<file path="config.mk">
export PLATFORM = sky130hd
export DESIGN_NAME = cpu_sequencer
export DESIGN_NICKNAME = d
export VERILOG_FILES = /design/src/rtl/cpu_pkg.sv /design/src/rtl/cond_eval.sv /design/src/rtl/cpu_sequencer.sv
export SDC_FILE = /design/constraint.sdc
export NUM_CORES = 1
export LEC_CHECK = 0
export ABC_AREA = 1
export CORE_ASPECT_RATIO = 1.1
export CORE_MARGIN = 1.5
export CORE_UTILIZATION = 43
export CTS_CLUSTER_DIAMETER = 100
export DETAILED_ROUTE_END_ITERATION = 10
export GPL_TIMING_DRIVEN = 0
export PLACE_DENSITY = 0.75
export SLEW_MARGIN = 30
export SYNTH_ARGS = -nofsm -noshare
export SYNTH_HDL_FRONTEND = slang
export SYNTH_SLANG_ARGS = --single-unit
export TNS_END_PERCENT = 20
</file>
<file path="constraint.sdc">
create_clock -name Clk -period 1.81 [get_ports Clk]
set_input_delay 0.2715 -clock Clk [delete_from_list [all_inputs] [get_ports Clk]]
set_output_delay 0.2715 -clock Clk [all_outputs]
set_load 0.02 [all_outputs]
</file>
<file path="src/rtl/cpu_pkg.sv">
// Shared definitions for the CPU control sequencer.
// Holds the FSM state encoding, instruction class codes, branch condition
// codes, ALU select codes, bus select codes and condition-flag bit indices.
package cpu_pkg;

  typedef enum logic [3:0] {
    StFetch0, StFetch1, StFetch2, StDecode,
    StOpnd0, StOpnd1, StOpnd2, StMemData,
    StStore, StExec, StBrLoad, StBrSkip,
    StHalt, StTrap
  } state_e;

  // Instruction classes, IR[7:5]
  localparam logic [2:0] ClsNop     = 3'b000;
  localparam logic [2:0] ClsLdImm   = 3'b001;
  localparam logic [2:0] ClsLdDir   = 3'b010;
  localparam logic [2:0] ClsStDir   = 3'b011;
  localparam logic [2:0] ClsAlu     = 3'b100;
  localparam logic [2:0] ClsBranch  = 3'b101;
  localparam logic [2:0] ClsIllegal = 3'b110;
  localparam logic [2:0] ClsHalt    = 3'b111;

  // Branch conditions, {IR[4:2], IR[0]}
  localparam logic [3:0] CondBra = 4'b0000;
  localparam logic [3:0] CondBmi = 4'b0001;
  localparam logic [3:0] CondBpl = 4'b0010;
  localparam logic [3:0] CondBeq = 4'b0011;
  localparam logic [3:0] CondBne = 4'b0100;
  localparam logic [3:0] CondBvs = 4'b0101;
  localparam logic [3:0] CondBvc = 4'b0110;
  localparam logic [3:0] CondBcs = 4'b0111;
  localparam logic [3:0] CondBcc = 4'b1000;

  // ALU operation select; the ALU class passes IR[4:2] straight through
  typedef logic [2:0] alu_sel_t;
  localparam alu_sel_t AluSelIdle = 3'b000;

  // Bus selects
  localparam logic [1:0] Bus1Pc   = 2'b00;
  localparam logic [1:0] Bus1Reg  = 2'b01;
  localparam logic [1:0] Bus2Alu  = 2'b00;
  localparam logic [1:0] Bus2Bus1 = 2'b01;
  localparam logic [1:0] Bus2Mem  = 2'b10;

  // Condition flag bit positions in CCR_Result
  localparam int unsigned CcrC = 0;
  localparam int unsigned CcrZ = 1;
  localparam int unsigned CcrN = 2;
  localparam int unsigned CcrV = 3;

endpackage

</file>
<file path="src/rtl/cond_eval.sv">
// Branch condition evaluator (purely combinational).
//   cond_i    : {IR[4:2], IR[0]} branch condition code
//   ccr_i     : condition flags {V, N, Z, C}
//   taken_o   : condition holds for a legal code
//   illegal_o : code is not a defined branch condition
module cond_eval
  import cpu_pkg::*;
(
  input  logic [3:0] cond_i,
  input  logic [3:0] ccr_i,
  output logic       taken_o,
  output logic       illegal_o
);

  always_comb begin
    taken_o   = 1'b0;
    illegal_o = 1'b0;
    case (cond_i)
      CondBra: taken_o = 1'b1;
      CondBmi: taken_o = ccr_i[CcrN];
      CondBpl: taken_o = ~ccr_i[CcrN];
      CondBeq: taken_o = ccr_i[CcrZ];
      CondBne: taken_o = ~ccr_i[CcrZ];
      CondBvs: taken_o = ccr_i[CcrV];
      CondBvc: taken_o = ~ccr_i[CcrV];
      CondBcs: taken_o = ccr_i[CcrC];
      CondBcc: taken_o = ~ccr_i[CcrC];
      default: illegal_o = 1'b1;
    endcase
  end

endmodule

</file>
<file path="src/rtl/cpu_sequencer.sv">
// Control sequencer for a small accumulator-style CPU.
// Steps fetch / operand / execute phases and issues datapath strobes.
// Inputs : Clk, Reset (async, active-high), IR, CCR_Result {V,N,Z,C}, Mem_Ready.
// Outputs: IR_Load, MAR_Load, PC_Load, PC_Inc, CCR_Load, write, Reg_Load (one-hot),
//          Reg_Sel, ALU_Sel, Bus1_Sel, Bus2_Sel, and sticky Halted / Illegal / Bus_Err.
// Outputs are decoded from the state register; strobes tied to memory handshakes are
// gated by the live Mem_Ready, and everything is forced low while Reset is high.
module cpu_sequencer
  import cpu_pkg::*;
#(
  parameter int unsigned NUM_REGS    = 2,
  parameter int unsigned MEM_TIMEOUT = 16
) (
  input  logic                Clk,
  input  logic                Reset,
  input  logic [7:0]          IR,
  input  logic [3:0]          CCR_Result,
  input  logic                Mem_Ready,
  output logic                IR_Load,
  output logic                MAR_Load,
  output logic                PC_Load,
  output logic                PC_Inc,
  output logic                CCR_Load,
  output logic                write,
  output logic [NUM_REGS-1:0] Reg_Load,
  output logic [1:0]          Reg_Sel,
  output logic [2:0]          ALU_Sel,
  output logic [1:0]          Bus1_Sel,
  output logic [1:0]          Bus2_Sel,
  output logic                Halted,
  output logic                Illegal,
  output logic                Bus_Err
);

  // A zero timeout still needs a 1-bit counter to keep the declarations legal.
  localparam int unsigned CntW    = (MEM_TIMEOUT > 0) ? $clog2(MEM_TIMEOUT + 1) : 1;
  localparam logic [CntW-1:0] CntLast = CntW'(MEM_TIMEOUT - 1);

  state_e          state_q, state_d;
  logic [CntW-1:0] cnt_q, cnt_d;
  logic            bus_err_q, bus_err_d;

  logic [2:0]          ir_class, ir_sub;
  logic [1:0]          ir_idx;
  logic                reg_bad, br_taken, br_illegal, wait_st, timeout;
  logic [NUM_REGS-1:0] reg_onehot;

  assign ir_class   = IR[7:5];
  assign ir_sub     = IR[4:2];
  assign ir_idx     = IR[1:0];
  assign reg_bad    = 32'(ir_idx) >= NUM_REGS;
  assign reg_onehot = NUM_REGS'(1) << ir_idx;

  cond_eval u_cond_eval (
    .cond_i    ({ir_sub, IR[0]}),
    .ccr_i     (CCR_Result),
    .taken_o   (br_taken),
    .illegal_o (br_illegal)
  );

  assign wait_st = state_q inside {StFetch2, StOpnd2, StMemData, StStore, StBrLoad};
  assign timeout = wait_st && !Mem_Ready && (MEM_TIMEOUT != 0) && (cnt_q == CntLast);

  always_comb begin
    state_d   = state_q;
    cnt_d     = '0;
    bus_err_d = bus_err_q;
    if (wait_st && !Mem_Ready && (MEM_TIMEOUT != 0)) cnt_d = cnt_q + 1'b1;
    case (state_q)
      StFetch0:  state_d = StFetch1;
      StFetch1:  state_d = StFetch2;
      StFetch2:  if (Mem_Ready) state_d = StDecode;
      StDecode: begin
        case (ir_class)
          ClsNop:                      state_d = StFetch0;
          ClsLdImm, ClsLdDir, ClsStDir: state_d = reg_bad ? StTrap : StOpnd0;
          ClsAlu:                      state_d = reg_bad ? StTrap : StExec;
          ClsBranch: state_d = br_illegal ? StTrap : (br_taken ? StOpnd0 : StBrSkip);
          ClsHalt:                     state_d = StHalt;
          default:                     state_d = StTrap;
        endcase
      end
      // Taken branches latch the operand address and read it directly as the new PC.
      StOpnd0:   state_d = (ir_class == ClsBranch) ? StBrLoad : StOpnd1;
      StOpnd1:   state_d = StOpnd2;
      StOpnd2: begin
        if (Mem_Ready) begin
          case (ir_class)
            ClsLdImm: state_d = StFetch0;
            ClsLdDir: state_d = StMemData;
            default:  state_d = StStore;
          endcase
        end
      end
      StMemData, StStore, StBrLoad: if (Mem_Ready) state_d = StFetch0;
      StExec, StBrSkip:             state_d = StFetch0;
      StHalt:                       state_d = StHalt;
      StTrap:                       state_d = StTrap;
      default:                      state_d = StFetch0;
    endcase
    if (timeout) begin
      state_d   = StTrap;
      bus_err_d = 1'b1;
      cnt_d     = '0;
    end
  end

  always_ff @(posedge Clk or posedge Reset) begin
    if (Reset) begin
      state_q   <= StFetch0;
      cnt_q     <= '0;
      bus_err_q <= 1'b0;
    end else begin
      state_q   <= state_d;
      cnt_q     <= cnt_d;
      bus_err_q <= bus_err_d;
    end
  end

  always_comb begin
    IR_Load  = 1'b0;
    MAR_Load = 1'b0;
    PC_Load  = 1'b0;
    PC_Inc   = 1'b0;
    CCR_Load = 1'b0;
    write    = 1'b0;
    Reg_Load = '0;
    Reg_Sel  = 2'b00;
    ALU_Sel  = AluSelIdle;
    Bus1_Sel = Bus1Pc;
    Bus2_Sel = Bus2Alu;
    Halted   = 1'b0;
    Illegal  = 1'b0;
    Bus_Err  = 1'b0;
    // Reset gates the decode so outputs drop asynchronously, not at the next edge.
    if (!Reset) begin
      case (state_q)
        StFetch0, StOpnd0: begin
          Bus1_Sel = Bus1Pc;
          Bus2_Sel = Bus2Bus1;
          MAR_Load = 1'b1;
        end
        StFetch1, StOpnd1, StBrSkip: PC_Inc = 1'b1;
        StFetch2: begin
          Bus2_Sel = Bus2Mem;
          IR_Load  = Mem_Ready;
        end
        StOpnd2: begin
          Bus2_Sel = Bus2Mem;
          if (ir_class == ClsLdImm) Reg_Load = reg_onehot & {NUM_REGS{Mem_Ready}};
          else MAR_Load = Mem_Ready;
        end
        StMemData: begin
          Bus2_Sel = Bus2Mem;
          Reg_Load = reg_onehot & {NUM_REGS{Mem_Ready}};
        end
        StStore: begin
          Bus1_Sel = Bus1Reg;
          Reg_Sel  = ir_idx;
          write    = 1'b1;
        end
        StExec: begin
          Reg_Sel  = ir_idx;
          Bus2_Sel = Bus2Alu;
          ALU_Sel  = ir_sub;
          Reg_Load = reg_onehot;
          CCR_Load = 1'b1;
        end
        StBrLoad: begin
          Bus2_Sel = Bus2Mem;
          PC_Load  = Mem_Ready;
          MAR_Load = Mem_Ready;
        end
        StHalt: Halted = 1'b1;
        StTrap: begin
          Illegal = ~bus_err_q;
          Bus_Err = bus_err_q;
        end
        default: ;
      endcase
    end
  end

endmodule

</file>
# [After elaboration in Yosys (flattened, before gate mapping)]
# Cells that the tools add are included.
[op_classes] n_reduce_logical=15 muxes=45 bitwise_logic=6 n_eq_ne=31 addsub=1 shift=1 magnitude_cmp=1
[op_table] operator="4-bit one-hot mux with 10 select lines" count=1
[op_table] operator="4-bit by 3-bit equality test with 1-bit output, second input constant" count=8
[op_table] operator="4-bit two-way mux" count=8
[op_table] operator="4-bit equality test, second input constant" count=7
[op_table] operator="1-bit two-way mux" count=20
[op_table] operator="4-bit one-hot mux with 5 select lines" count=1
[op_table] operator="4-bit by 2-bit equality test with 1-bit output, second input constant" count=4
[op_table] operator="2-bit two-way mux" count=5
[op_table] operator="5-bit two-way mux" count=2
[op_table] operator="3-bit equality test, second input constant" count=3
[op_table] operator="3-bit two-way mux" count=3
[op_table] operator="3-bit != test, second input constant" count=3
[op_table] operator="1-bit one-hot mux with 9 select lines" count=1
[op_table] operator="3-bit OR reduction" count=3
[op_table] operator="9-bit OR reduction" count=1
[op_table] operator="4-bit by 1-bit equality test with 1-bit output, second input constant" count=2
[op_table] operator="4-bit zero test" count=2
[op_table] operator="4-bit one-hot mux with 2 select lines" count=1
[op_table] operator="3-bit by 2-bit equality test with 1-bit output, second input constant" count=2
[op_table] operator="2-bit one-hot mux with 3 select lines" count=1
[op_table] operator="5-bit by 1-bit adder with 5-bit output, second input constant" count=1
[op_table] operator="5-bit by 4-bit equality test with 1-bit output, second input constant" count=1
[op_table] operator="1-bit NOT" count=5
[op_table] operator="5-bit nonzero test" count=1
[op_table] operator="other kinds (12)" count=14
[totals] elab_cells=103 ff_bits=10 output_inout_bits=20 inputBits=15

# [Logic depth before layout (Yosys ltp)]
[logic_depth] word_depth=7 ltp_mapped=11 ltp_nobuf=11

# [Hierarchy]
# Synthesis repeated with hierarchy kept, for this count alone.
[unflattened] hier_cells=197 area_unflattened_um2=1161.1
[modules_own_cells] module="cpu_sequencer" cells_each=162 seq_area_each_um2=250.2 instances=1 area_per_inst_um2=1022.2
[modules_own_cells] module="cond_eval" cells_each=35 seq_area_each_um2=0.0 instances=1 area_per_inst_um2=138.9

# [Worst setup path after synthesis]
# OpenSTA, ideal clock, no wires.
[synth_path] path_type="reg2out" start="register state_q[2]" end="output MAR_Load" t_required_ns=1.539 path_slack_ns=-0.119 n_path_buf=0 arrival_ns=1.658 path_stages_with_launch=5 path_cell_list="dfrtp_1 inv_2 nand2_2 nor4_1 or3_1"
[synth_between] elab_chain_len=4 word_cells_on_any_way=7 cone_classes="eq/ne: 3; mux: 2; reduce/logical: 2"
[synth_lines] element="start, declared" line="cpu_sequencer.sv:39" rtl="state_e state_q, state_d;"
[synth_lines] element="start signal, assigned" line="cpu_sequencer.sv:110" rtl="state_q <= StFetch0;"
[synth_lines] element="start signal, assigned" line="cpu_sequencer.sv:114" rtl="state_q <= state_d;"
[synth_lines] element="4-bit by 3-bit equality test with 1-bit output / 4-bit zero test (equally long branches)" line="cpu_sequencer.sv:137" rtl="case (state_q)"
[synth_lines] element="2-bit OR reduction" line="cpu_sequencer.sv:137"
[synth_lines] element="1-bit one-hot mux with 3 select lines *" line="cpu_sequencer.sv:137"
[synth_lines] element="1-bit two-way mux *" line="cpu_sequencer.sv:136" rtl="if (!Reset) begin"
[synth_lines] element="end, declared" line="cpu_sequencer.sv:20" rtl="output logic MAR_Load,"
# Mark *: on every way between the ends. The rest lies on a longest branch, timed or not.

# [Final worst setup path]
[layout_path] start="register state_q[1]" end="output Reg_Load[0]"
[layout_between] elab_chain_len=3 word_cells_on_any_way=5 cone_classes="eq/ne: 3; mux: 2"
[layout_lines] element="4-bit equality test / 4-bit by 3-bit equality test with 1-bit output (equally long branches)" line="cpu_sequencer.sv:137"
[layout_lines] element="2-bit one-hot mux with 3 select lines *" line="cpu_sequencer.sv:137"
[layout_lines] element="2-bit two-way mux *" line="cpu_sequencer.sv:136"
[layout_lines] element="end, declared" line="cpu_sequencer.sv:25" rtl="output logic [NUM_REGS-1:0] Reg_Load,"
# Marked as above.

==> out/metrics.yaml <==
critical_path.top_delay_family: "flip-flops"
finalHoldViolations: 0
power.switching_mw: 0.852
crit_fanout: 5
rsz0062_at_grt: "true"
timing.hold.ws_ns: 0.227
fin_ws_ns: -0.0429
synth_seq_cells: 10
synth_cell_types: 27
dieWidth_um: 51.1
yosysSeqAreaShare: 0.229
syn_area_per_cell_um2: 5.76
post-place-ws_ns: -0.673
r2r_start: "state_q[1]"
synth_top_family_by_area: "simple AND/OR/NAND/NOR gates"
r2r_cells: 10
post-route-period-util: 1.02
cts_tree: "done"
status: "finished with violations"
crit_slowest_cell: "dfrtp_2"
crit_chain: "clkinv_4 -> nand2_4 -> nor2_4 -> inv_2 -> a21oi_2 -> nand2_2 -> nor3_2 -> buf_4"
die_area_um2: 2860
fin_skew_ns: 0.00347
cpPeakStageDelay_ns: 0.45
placementRows: 19
ir_drop_mv: 1.21
setup_viol: 2
crit_required_ns: 1.54
p_leak_nw: 0.851
muxShareOfSynthArea: 0
hold_class: "in -> async"
synth_fa_ha_area_frac: 0.0229
io-pin-count: 35
ctsHtreeMaxLevel: 1
first_global_vias: 1346
power.density_nw_per_um2: 1060
fillers: 223
fp.dieH_um: 55.9
r2r_end: "state_q[1]"
synthSimpleGateAreaFrac: 0.501
final_cell_mix: "nand2_1 (36), nor2_1 (33), inv_1 (25)"
drive_above_1_share: 0.321
p_comb_frac: 0.704
switching_share: 0.492
syn-num-nets: 207
cts_buffer_depth: 2
arrival_ns: 1.58
final_max_slew_viol_count: 0
hpwl_um: 2390
synth_compound_area_frac: 0.0800
drt_wl_total_um: 3250
cts_root_buf: "clkbuf_4"
core_um2: 2450
drt-pass1-iter-count: 4
violations: "negative setup slack"
endpoint_kind: "output pin"
final.min_clock_period_ns: 1.85
post_drt_wl_per_cell_um: 12.0
antenna_found_initial: 0
grt_max_degree: 11
yosysWarnings: 0
max_freq_mhz: 540
via_per_inst: 5.10
num_antenna_cells: 0
syn_area_um2: 1090
grt_pass1_wl_um: 5440
postSynthCellCount: 190
antenna_left: 0
cts_sinks: 10
startpoint_type: "flop"
final_common_cell: "nand2_1"
num_vias: 1381
clkTransAtPathRegs_ns: 0.06
portBuffers: 33
area_growth_pct: 49.5
yosys.area.top_type: "dfrtp_1"
clock_latency_ns: 0.25
synth_xor_area_frac: 0.0160
p_seq_frac: 0.190
p_clk_frac: 0.107
track_usage: 0.245
globalplace.congestion: 0.980
worst-path-buf-inv: 3
cts_made_buffers: 3
cap_viol_max_count: 0
start_util: 0.447
crit_type: "reg -> out"
synth.area.top_cells: "dfrtp_1 (23%), nand2_1 (13%), nor2_1 (12%)"
nets: 258
r2r_slack_ns: 0.33
drc: 0
overflow: 0
intPower_mw: 0.880
drt_iter0_markers: 53
synth.top_cell.area_share: 0.229
final_core_util: 0.668
## flip-flops by register name, indices dropped and copies added, names as in the netlist
name	flops
state_q	4
bus_err_q	1
cnt_q	5
## how the worst max path moves through the flow
| stage | start | end | slack, ns | cells past startpoint |
|---|---|---|---|---|
| final | state_q[1] | Reg_Load[0] | -0.04 | 8 |
| after global routing | state_q[1] | Reg_Load[0] | -0.12 | 8 |
| after CTS | state_q[2] | Reg_Load[1] | -0.06 | 8 |
| after detailed placement | Reset | MAR_Load | -0.67 | 6 |
| after global placement | Reset | MAR_Load | -0.62 | 6 |
| after floorplan | state_q[1] | ALU_Sel[0] | -0.03 | 7 |
## routing by layer
layer	GRT usage	vias up	wire (µm)	share of wire
li1	-	692	-	-
met1	0.264	637	1260	0.39
met3	0.0323	9	151	0.046
met5	0	-	0	0
met2	0.456	43	1740	0.54
met4	0.112	0	99	0.030
## metrics by stage
stage | power [mW] | setup TNS [ns] | cell area [µm²] | instances
after floorplan | 0.994 | -0.0880 | 1110 | 190
after global placement | 1.24 | -6.39 | 1480 | 254
after detailed placement | 1.27 | -6.84 | 1480 | 254
after CTS | 1.62 | -0.109 | 1590 | 268
after global routing | 1.87 | -0.610 | 1640 | 271
final | 1.73 | -0.0709 | 1640 | 271
## power groups by stage
stage	clock, mW	combinational, mW	sequential, mW
finish	0.185	1.22	0.328
floorplan	0	0.679	0.314
detailed placement	0	0.941	0.328
CTS	0.195	1.10	0.322
global route	0.200	1.34	0.331
global placement	0	0.921	0.323
## tightest hold or removal path: stages
cell	delay, ns
dlygate4sd2_1	0.29
clkinvlp_4	0.09
buf_4	0.18
## kinds of logic after synthesis
kind of cell,after synthesis
flops,10
compound gates,15
buf+inv,39
simple gates,121
xor+xnor,2
fa+ha+maj,2
other cells,1
## layout make-up
cell class,instances,area [µm²],area share
buffer,5,42.5,0.0260
clock buffer,4,36.3,0.0222
inverter,34,139,0.0849
multi-input combinational,141,767,0.469
sequential,10,253,0.154
tap,31,38.8,0.0237
timing repair buffer,46,360,0.220
## cells in the mapped netlist
master,n
nor4_1,1
o2111ai_1,1
or3_1,1
buf_2,1
nor2_1,36
nand2_2,4
inv_2,4
inv_1,30
and3_1,1
nand4_1,1
nand2_1,38
xnor2_1,1
o21ai_0,5
dfrtp_1,10
buf_6,1
nand3_1,21
clkbuf_1,1
buf_4,2
nor2_2,5
a21oi_1,7
a22oi_2,1
nor3_1,10
o22ai_1,1
nor2_4,3
xor2_1,1
ha_1,2
conb_1,1
## repair_timing
item | CTS | global route
endpoints found under the setup margin | 19 | 17
pin swaps | 6 | 10
hold buffers | 0 | 0
resized for setup | 76 | 33
buffers inserted | 10 | 3
Power figures use the tool's default switching activity.
